**src/rtl/fft_frame_loader_if.sv**
```systemverilog
// Sample-stream and FFT-side signal bundle for fft_frame_loader.
// The slave modport is the loader's view; master is the producer/FFT-side view.
interface fft_frame_loader_if #(
    parameter int unsigned N  = 16,
    parameter int unsigned DW = 16
);
    logic              in_valid;
    logic              in_ready;
    logic [DW-1:0]     in_re;
    logic [DW-1:0]     in_im;
    logic              in_last;
    logic [2*N*DW-1:0] fft_data;
    logic              fft_start;
    logic              fft_endop;
    logic              err_frame;

    modport master (
        output in_valid, in_re, in_im, in_last, fft_endop,
        input  in_ready, fft_data, fft_start, err_frame
    );

    modport slave (
        input  in_valid, in_re, in_im, in_last, fft_endop,
        output in_ready, fft_data, fft_start, err_frame
    );
endinterface

```
**src/rtl/fft_frame_loader.sv**
```systemverilog
// Packs N complex samples from a valid/ready stream into ping-pong frame banks and
// hands each full bank to the FFT core with a one-cycle start, holding it until endop.
module fft_frame_loader #(
    parameter int unsigned N  = 16,
    parameter int unsigned DW = 16
) (
    input  logic clock,
    input  logic reset,
    fft_frame_loader_if.slave bus
);
    localparam int unsigned FW = 2 * N * DW;
    localparam int unsigned SW = 2 * DW;
    localparam int unsigned CW = $clog2(N);

    typedef enum logic [1:0] {BkEmpty, BkFilling, BkFull, BkIssued} bank_st_e;
    typedef enum logic [1:0] {StIdle, StStart, StWait} fsm_e;

    bank_st_e          bank_st_q [2];
    bank_st_e          bank_st_d [2];
    logic [FW-1:0]     bank_q [2];
    logic [FW-1:0]     bank_d [2];
    logic              wr_bank_q, wr_bank_d;
    logic [CW-1:0]     wr_cnt_q, wr_cnt_d;
    logic              rd_bank_q, rd_bank_d;
    logic              order_q, order_d;
    fsm_e              fsm_q, fsm_d;
    logic [FW-1:0]     data_q, data_d;
    logic              err_q, err_d;
    logic              in_ready;
    logic              accept;
    logic              last_beat;

    always_comb begin
        bank_st_d = bank_st_q;
        bank_d    = bank_q;
        wr_bank_d = wr_bank_q;
        wr_cnt_d  = wr_cnt_q;
        rd_bank_d = rd_bank_q;
        order_d   = order_q;
        fsm_d     = fsm_q;
        data_d    = data_q;
        err_d     = 1'b0;

        in_ready  = !reset && (bank_st_q[wr_bank_q] == BkEmpty ||
                               bank_st_q[wr_bank_q] == BkFilling);
        accept    = bus.in_valid && in_ready;
        last_beat = (wr_cnt_q == CW'(N - 1));

        // Banks fill strictly alternately, so order_q is simply the next bank to issue.
        case (fsm_q)
            StIdle: begin
                if (bank_st_q[order_q] == BkFull) begin
                    fsm_d     = StStart;
                    rd_bank_d = order_q;
                    order_d   = !order_q;
                    data_d    = bank_q[order_q];
                end
            end
            StStart: begin
                bank_st_d[rd_bank_q] = BkIssued;
                fsm_d                = StWait;
            end
            StWait: begin
                if (bus.fft_endop) begin
                    bank_st_d[rd_bank_q] = BkEmpty;
                    fsm_d                = StIdle;
                end
            end
            default: fsm_d = StIdle;
        endcase

        // The write bank is never the bank the FSM is touching, so these updates don't clash.
        if (accept) begin
            if (bus.in_last && !last_beat) begin
                bank_st_d[wr_bank_q] = BkEmpty;
                wr_cnt_d             = '0;
                err_d                = 1'b1;
            end else begin
                bank_d[wr_bank_q][int'(wr_cnt_q) * int'(SW) +: SW] = {bus.in_re, bus.in_im};
                if (last_beat) begin
                    bank_st_d[wr_bank_q] = BkFull;
                    wr_bank_d            = !wr_bank_q;
                    wr_cnt_d             = '0;
                    err_d                = !bus.in_last;
                end else begin
                    bank_st_d[wr_bank_q] = BkFilling;
                    wr_cnt_d             = wr_cnt_q + CW'(1);
                end
            end
        end
    end

    always_ff @(posedge clock) begin
        if (reset) begin
            bank_st_q[0] <= BkEmpty;
            bank_st_q[1] <= BkEmpty;
            wr_bank_q    <= 1'b0;
            wr_cnt_q     <= '0;
            rd_bank_q    <= 1'b0;
            order_q      <= 1'b0;
            fsm_q        <= StIdle;
            data_q       <= '0;
            err_q        <= 1'b0;
        end else begin
            bank_st_q <= bank_st_d;
            wr_bank_q <= wr_bank_d;
            wr_cnt_q  <= wr_cnt_d;
            rd_bank_q <= rd_bank_d;
            order_q   <= order_d;
            fsm_q     <= fsm_d;
            data_q    <= data_d;
            err_q     <= err_d;
        end
    end

    // Sample storage needs no reset; bank state alone decides what is valid.
    always_ff @(posedge clock) begin
        bank_q <= bank_d;
    end

    assign bus.in_ready  = in_ready;
    assign bus.fft_data  = data_q;
    assign bus.fft_start = (fsm_q == StStart);
    assign bus.err_frame = err_q;
endmodule

```
**src/flat_wrapper.sv**
```systemverilog
// flat-port wrapper written by rule: the top's interface ports become plain ports
module fft_frame_loader_flat 
#(
    parameter int unsigned N  = 16,
    parameter int unsigned DW = 16
)
  (clock, reset, bus_in_valid, bus_in_re, bus_in_im, bus_in_last, bus_fft_endop, bus_in_ready, bus_fft_data, bus_fft_start, bus_err_frame);
  fft_frame_loader_if #(.N(N), .DW(DW)) bus_i ();
  input  logic clock;
  input  logic reset;
  input wire logic [$bits(bus_i.in_valid)-1:0] bus_in_valid;
  input wire logic [$bits(bus_i.in_re)-1:0] bus_in_re;
  input wire logic [$bits(bus_i.in_im)-1:0] bus_in_im;
  input wire logic [$bits(bus_i.in_last)-1:0] bus_in_last;
  input wire logic [$bits(bus_i.fft_endop)-1:0] bus_fft_endop;
  output wire logic [$bits(bus_i.in_ready)-1:0] bus_in_ready;
  output wire logic [$bits(bus_i.fft_data)-1:0] bus_fft_data;
  output wire logic [$bits(bus_i.fft_start)-1:0] bus_fft_start;
  output wire logic [$bits(bus_i.err_frame)-1:0] bus_err_frame;
  assign bus_i.in_valid = bus_in_valid;
  assign bus_i.in_re = bus_in_re;
  assign bus_i.in_im = bus_in_im;
  assign bus_i.in_last = bus_in_last;
  assign bus_i.fft_endop = bus_fft_endop;
  assign bus_in_ready = bus_i.in_ready;
  assign bus_fft_data = bus_i.fft_data;
  assign bus_fft_start = bus_i.fft_start;
  assign bus_err_frame = bus_i.err_frame;
  fft_frame_loader #(.N(N), .DW(DW)) u_core (.clock(clock), .reset(reset), .bus(bus_i));
endmodule
```
**config.mk**
```make
export PLATFORM = sky130hd
export DESIGN_NAME = fft_frame_loader_flat
export DESIGN_NICKNAME = d
export VERILOG_FILES = /design/src/rtl/fft_frame_loader_if.sv /design/src/rtl/fft_frame_loader.sv /design/src/flat_wrapper.sv
export SDC_FILE = /design/constraint.sdc
export NUM_CORES = 2
export LEC_CHECK = 0
export ABC_AREA = 1
export CAP_MARGIN = 30
export CELL_PAD_IN_SITES_DETAIL_PLACEMENT = 1
export CELL_PAD_IN_SITES_GLOBAL_PLACEMENT = 1
export CORE_ASPECT_RATIO = 1.1
export CORE_MARGIN = 4
export CORE_UTILIZATION = 45
export CTS_CLUSTER_DIAMETER = 120
export DETAILED_ROUTE_END_ITERATION = 10
export GPL_TIMING_DRIVEN = 0
export PLACE_DENSITY_LB_ADDON = 0.15
export SLEW_MARGIN = 25
export SYNTH_ARGS = -nofsm -noshare
export SYNTH_HDL_FRONTEND = slang
export SYNTH_SLANG_ARGS = --single-unit
export TNS_END_PERCENT = 100
```
**constraint.sdc**
```tcl
create_clock -name clock -period 6.1 [get_ports clock]
set_input_delay 1.22 -clock clock [delete_from_list [all_inputs] [get_ports clock]]
set_output_delay 1.22 -clock clock [all_outputs]
set_load 0.05 [all_outputs]
```
Word level (Yosys, flattened, before mapping)
Index checks and enable logic that the tools add are counted.
- flip-flop bits (word level): 1550
- logic and storage cells: 89
- add/sub/neg operators: 2
- $lt $le $gt $ge: 5
- equal/unequal tests: 7
- shift-type cells: 2
- mux-type cells: 28
- bitwise operators: 16
- reduce and logical (&&, ||, !) cells: 18
- operators with widths (kind ; count):
    $mux W512 ; 4
    $bwmux W1024 ; 1
    $demux W512 S1 ; 1
    $shift A32 B33 Y512 const A ; 1
    $shiftx A32 B33 Y512 ; 1
    $neg A9 Y33 ; 1
    $mux W4 ; 6
    $mux W2 ; 10
    $and A4 B4 Y4 ; 2
    $not A4 Y4 ; 2
    $pmux W4 S2 ; 1
    $ge A2 B2 Y1 const B ; 3
    $not A1 Y2 ; 3
    $pmux W2 S3 ; 1
    $reduce_and A2 Y1 ; 3
    $logic_and A1 B1 Y1 ; 5
    $logic_not A1 Y1 ; 5
    $add A4 B1 Y4 const B ; 1
    $and A2 B2 Y2 ; 2
    $demux W2 S1 ; 2
    $eq A2 B1 Y1 const B ; 2
    $eq A2 B2 Y1 const B ; 2
    $eq A4 B4 Y1 const B ; 1
    $logic_not A2 Y1 ; 2
    11 further kinds ; 16

Longest topological paths before layout
- depth in word-level cells: 13
- gate-level depth with buffers: 12

Worst setup path after synthesis
OpenSTA, ideal clock, no wires.
- path type: input -> register
- start point: in reset
- end point: reg u_core.bank_q[192] in the netlist's numbering, enable pin
- library setup time: 0.461 ns
- arrival: 4.137 ns
- data required time: 5.639 ns
- path slack: 1.502 ns
- stages: 6
- path through: buf_2 inv_1 nand2_1 nor2_1 nand4_1 nor3_1
- word-level cells in the longest chain between the ends: 4
- ends and longest elaborated chain (item ; line ; RTL):
    from (decl) ; flat_wrapper.sv:10 ; input logic reset;
    $logic_not A1 Y1 ; fft_frame_loader.sv:44 ; in_ready = !reset && (bank_st_q[wr_bank_q] == BkEmpty ||
    $logic_and A1 B1 Y1 ; fft_frame_loader.sv:44 ;
    $logic_and A1 B1 Y1 ; fft_frame_loader.sv:46 ; accept = bus.in_valid && in_ready;
    $reduce_and A2 Y1 (no line) ; -- ;
    to (signal assigned) ; fft_frame_loader.sv:118 ; bank_q <= bank_d;
    to (decl) ; fft_frame_loader.sv:20 ; logic [FW-1:0] bank_q [2];
No other way between the ends.
A chain may end at the register's enable or synchronous reset.

Worst setup path after layout
- start point: reg u_core.wr_cnt_q[0]
- end point: reg u_core.bank_q[212] in the netlist's numbering, enable pin
- word-level cells in the longest chain between the ends: 5
- ends and longest elaborated chain (item ; line ; RTL):
    from (decl) ; fft_frame_loader.sv:23 ; logic [CW-1:0] wr_cnt_q, wr_cnt_d;
    from (signal assigned) ; fft_frame_loader.sv:107 ; wr_cnt_q <= wr_cnt_d;
    $eq A4 B4 Y1 ; fft_frame_loader.sv:47 ; last_beat = (wr_cnt_q == CW'(N - 1));
    $logic_not A1 Y1 ; fft_frame_loader.sv:74 ; if (bus.in_last && !last_beat) begin
    $logic_and A1 B1 Y1 ; fft_frame_loader.sv:74 ;
    $not A1 Y1 (no line) ; -- ;
    $reduce_and A2 Y1 (no line) ; -- ;
No other way between the ends.

==> metrics.md <==
| Metric | Value |
|---|---|
| Run status | `finished, final reports clean` |
| Post-Route WL | `230000 um` |
| Min-delay worst type | `flop to flop` |
| Final min period | `4610 ps` |
| Hpwl dp | `172000 um` |
| Number of distinct library cells after synthesis | `22` |
| Crit path max-delay family | `buffers and inverters` |
| Drt initial violations | `4652` |
| Worst vdd ir | `284 uV` |
| Switching share of total power | `0.225` |
| # DRC | `0` |
| IO Port Bufs | `550` |
| CP Capture Type | `flop` |
| Period utilization | `0.756` |
| Core area | `131000 um2` |
| Clock Pin Slew Worst Setup and Hold Paths | `~60 ps` |
| Synth area leaders | `edfxtp_1 (52%), dfxtp_1 (18%), nand2_1 (17%)` |
| Max cap viols | `0` |
| Clock root buffer | `clkbuf_16` |
| Num CTS Buffers | `158` |
| Switching power | `4.85 mW` |
| Largest net degree at the start of global routing | `25` |
| Die X | `355 um` |
| Tightest Pin Transition | `1100 ps` |
| CP cell instances | `inv_1 -> clkbuf_1 -> clkbuf_1 -> ha_1 -> nand2_1 -> nand2_1 -> nand3_1 -> clkbuf_1 -> nor3_2 -> buf_4 -> buf_4 -> buf_4` |
| Setup violations, final | `0` |
| DP Area | `68600 um2` |
| Top-area cell type share of the netlist area | `0.516` |
| Most frequent cells in the layout | `nand2_1 (2694), edfxtp_1 (1024), clkdlybuf4s50_1 (550), dfxtp_1 (526), nor2_1 (525)` |
| Worst slew margin | `0.262` |
| Internal | `16.7 mW` |
| CTS H-tree depth | `4` |
| Area Growth Syn to Fin | `23.7%` |
| Filler Cells Inserted | `~14000` |
| Part of the power in registers | `0.515` |
| Commonest non-fill, non-tap cell in the layout | `nand2_1` |
| Peak per-stage delay on the critical path | `roughly 710 ps` |
| Hold_buf cts | `0` |
| Syn_nets | `slightly above 6000` |
| Worst Path Required | `6600 ps` |
| Final hold vios | `0` |
| Drt pass-1 iters | `8` |
| Synth Cell Area | `a little under 60000 um2` |
| Die area | `138000 um2` |
| Io pins | `552` |
| CP arrival | `a little over 5000 ps` |
| RSZ-0062 raised after global routing | `false` |
| Power Total | `21.5 mW` |
| Leakage | `about 26 nW` |
| Final slew viol count | `0` |
| Area leader, netlist | `edfxtp_1` |
| CP bufs+invs | `7` |
| Grt ovf | `0` |
| Clock skew | `22.8 ps` |
| Post-CTS setup buffers | `0` |
| Layout cells sized above 1 | `0.0741` |
| Post-CTS Resized | `0` |
| Min Hold Slack | `464 ps` |
| Sequential area share after synthesis | `0.693` |
| Gr usage total | `0.326` |
| Rows | `about 140` |
| Crit Path Max Fanout | `10` |
| DR WL/cell | `approximately 26 um` |
| Initial antenna violation count | `6` |
| Cell area after layout | `73700 um2` |
| Max Freq | `217 MHz` |
| Setup CP Type | `flop to flop` |
| Vias per cell | `5.47` |
| Yosys warns | `0` |
| Via Count | `47700` |
| Power per cell area | `292 nW/um2` |
| Syn Area/Cell | `9.84 um2` |
| Syn Inst Count | `6055` |
| Clock Power Share | `0.446` |
| Setup crit start kind | `flop` |
| Number of global-route vias before repair | `49000` |
| Clock Path Buffers | `3` |
| Detail Route Antenna Nets | `0` |
| Initial core utilization | `0.455` |
| CP max-delay cell | `nor3_2` |
| CTS Sinks | `1550` |
| Routability congestion estimate | `0.995` |
| Skew-Pair Late Insertion Delay | `800 ps` |
| #FFs+latches synth | `around 1600` |
| Final nets | `6875` |
| Combinational share of power | `0.039` |
| Die Y | `between 300 and 400 um` |
| CTS tree | `yes` |
| First-pass GRT wire length | `~330000 um` |
[Yosys cell counts (all sizes together)]
library cell	instances
nor2	553
xor2	1
dfxtp	526
clkbuf	222
inv	122
buf	173
nand3	85
nor3	69
clkinv	2
edfxtp	1024
o21ai	4
nor4	32
a21boi	1
a21oi	523
nand2	2695
nand4	16
ha	7
[per-layer routing]
layer / part of all wire / GRT usage
met4: 0.050 / 0.147
met3: 0.082 / 0.0627
met5: 0.000083 / 0
met2: 0.47 / 0.538
met1: 0.39 / 0.418
[power by group through the flow]
stage	sequential, mW	combinational [mW]	clock (mW)
2_1_floorplan	11.3	0.335	0
3_3_place_gp	11.3	0.762	0
3_5_place_dp	11.3	0.811	0
4_1_cts	11.1	0.815	9.64
5_1_grt	11.1	0.853	10.1
6_report	11.1	0.845	9.61
[path summary, 6_finish.rpt]
check	cells past startpoint	slack [ps]	end	from
setup / recovery	12	1490	u_core.bank_q[212]	u_core.wr_cnt_q[0]
hold / removal	2	460	u_core.bus.fft_data[70]	u_core.bus.fft_data[70]
setup reg to reg	12	1490	u_core.bank_q[212]	u_core.wr_cnt_q[0]
hold reg to reg	2	460	u_core.bus.fft_data[70]	u_core.bus.fft_data[70]
[cell families after synthesis]
kind of cell,after synthesis,synth area share
flip-flops,1550,0.693
buffers and inverters,519,0.0383
AO/OA/AOI/OAI,528,0.0444
XOR/XNOR,1,0.000147
AND/OR/NAND/NOR,3450,0.223
adder cells (fa/ha/maj),7,0.00147
[sequential cells by signal, summed over array words and instances, names as in the netlist]
name	flops
u_core.bus.fft_data	512
u_core.bank_q	1024
u_core.wr_cnt_q	4
u_core.order_q	1
u_core.wr_bank_q	1
u_core.fsm_q	2
u_core.rd_bank_q	1
u_core.bank_st_q	4
u_core.bus.err_frame	1
[worst register-to-register path, stage by stage, from the launching register on]
cell and delay [ps]:
dfxtp_1 430, inv_1 170, clkbuf_1 410, clkbuf_1 500, ha_1 270, nand2_1 60, nand2_1 240, nand3_1 370
clkbuf_1 460, nor3_2 710, buf_4 290, buf_4 200, buf_4 190
[metrics by stage]
| step | cells | TNS (ps) | utilization | worst slack [ps] |
|---|---|---|---|---|
| after floorplan | 6055 | 0 | - | 1500 |
| after global placement | 8367 | -378040 | 0.514 | -1530 |
| after detailed placement | 8430 | 0 | 0.524 | 1390 |
| after CTS | 8723 | 0 | 0.563 | 1620 |
| after global routing | 8726 | 0 | 0.563 | 1330 |
| final | 8727 | 0 | 0.563 | 1490 |
[area by class of cell]
type | instances | area (um2) | share of cell area
antenna | 1 | 2.50 | 0.0000340
buffer | 395 | 1850 | 0.0252
clock buffer | 228 | 4510 | 0.0612
clock inverter | 65 | 542 | 0.00735
inverter | 124 | 465 | 0.00632
multi-input combinational | 3986 | 16300 | 0.221
sequential | 1550 | 41300 | 0.560
tap | 1762 | 2200 | 0.0299
timing repair buffer | 616 | 6560 | 0.0891
Power figures use the tool's default switching activity.
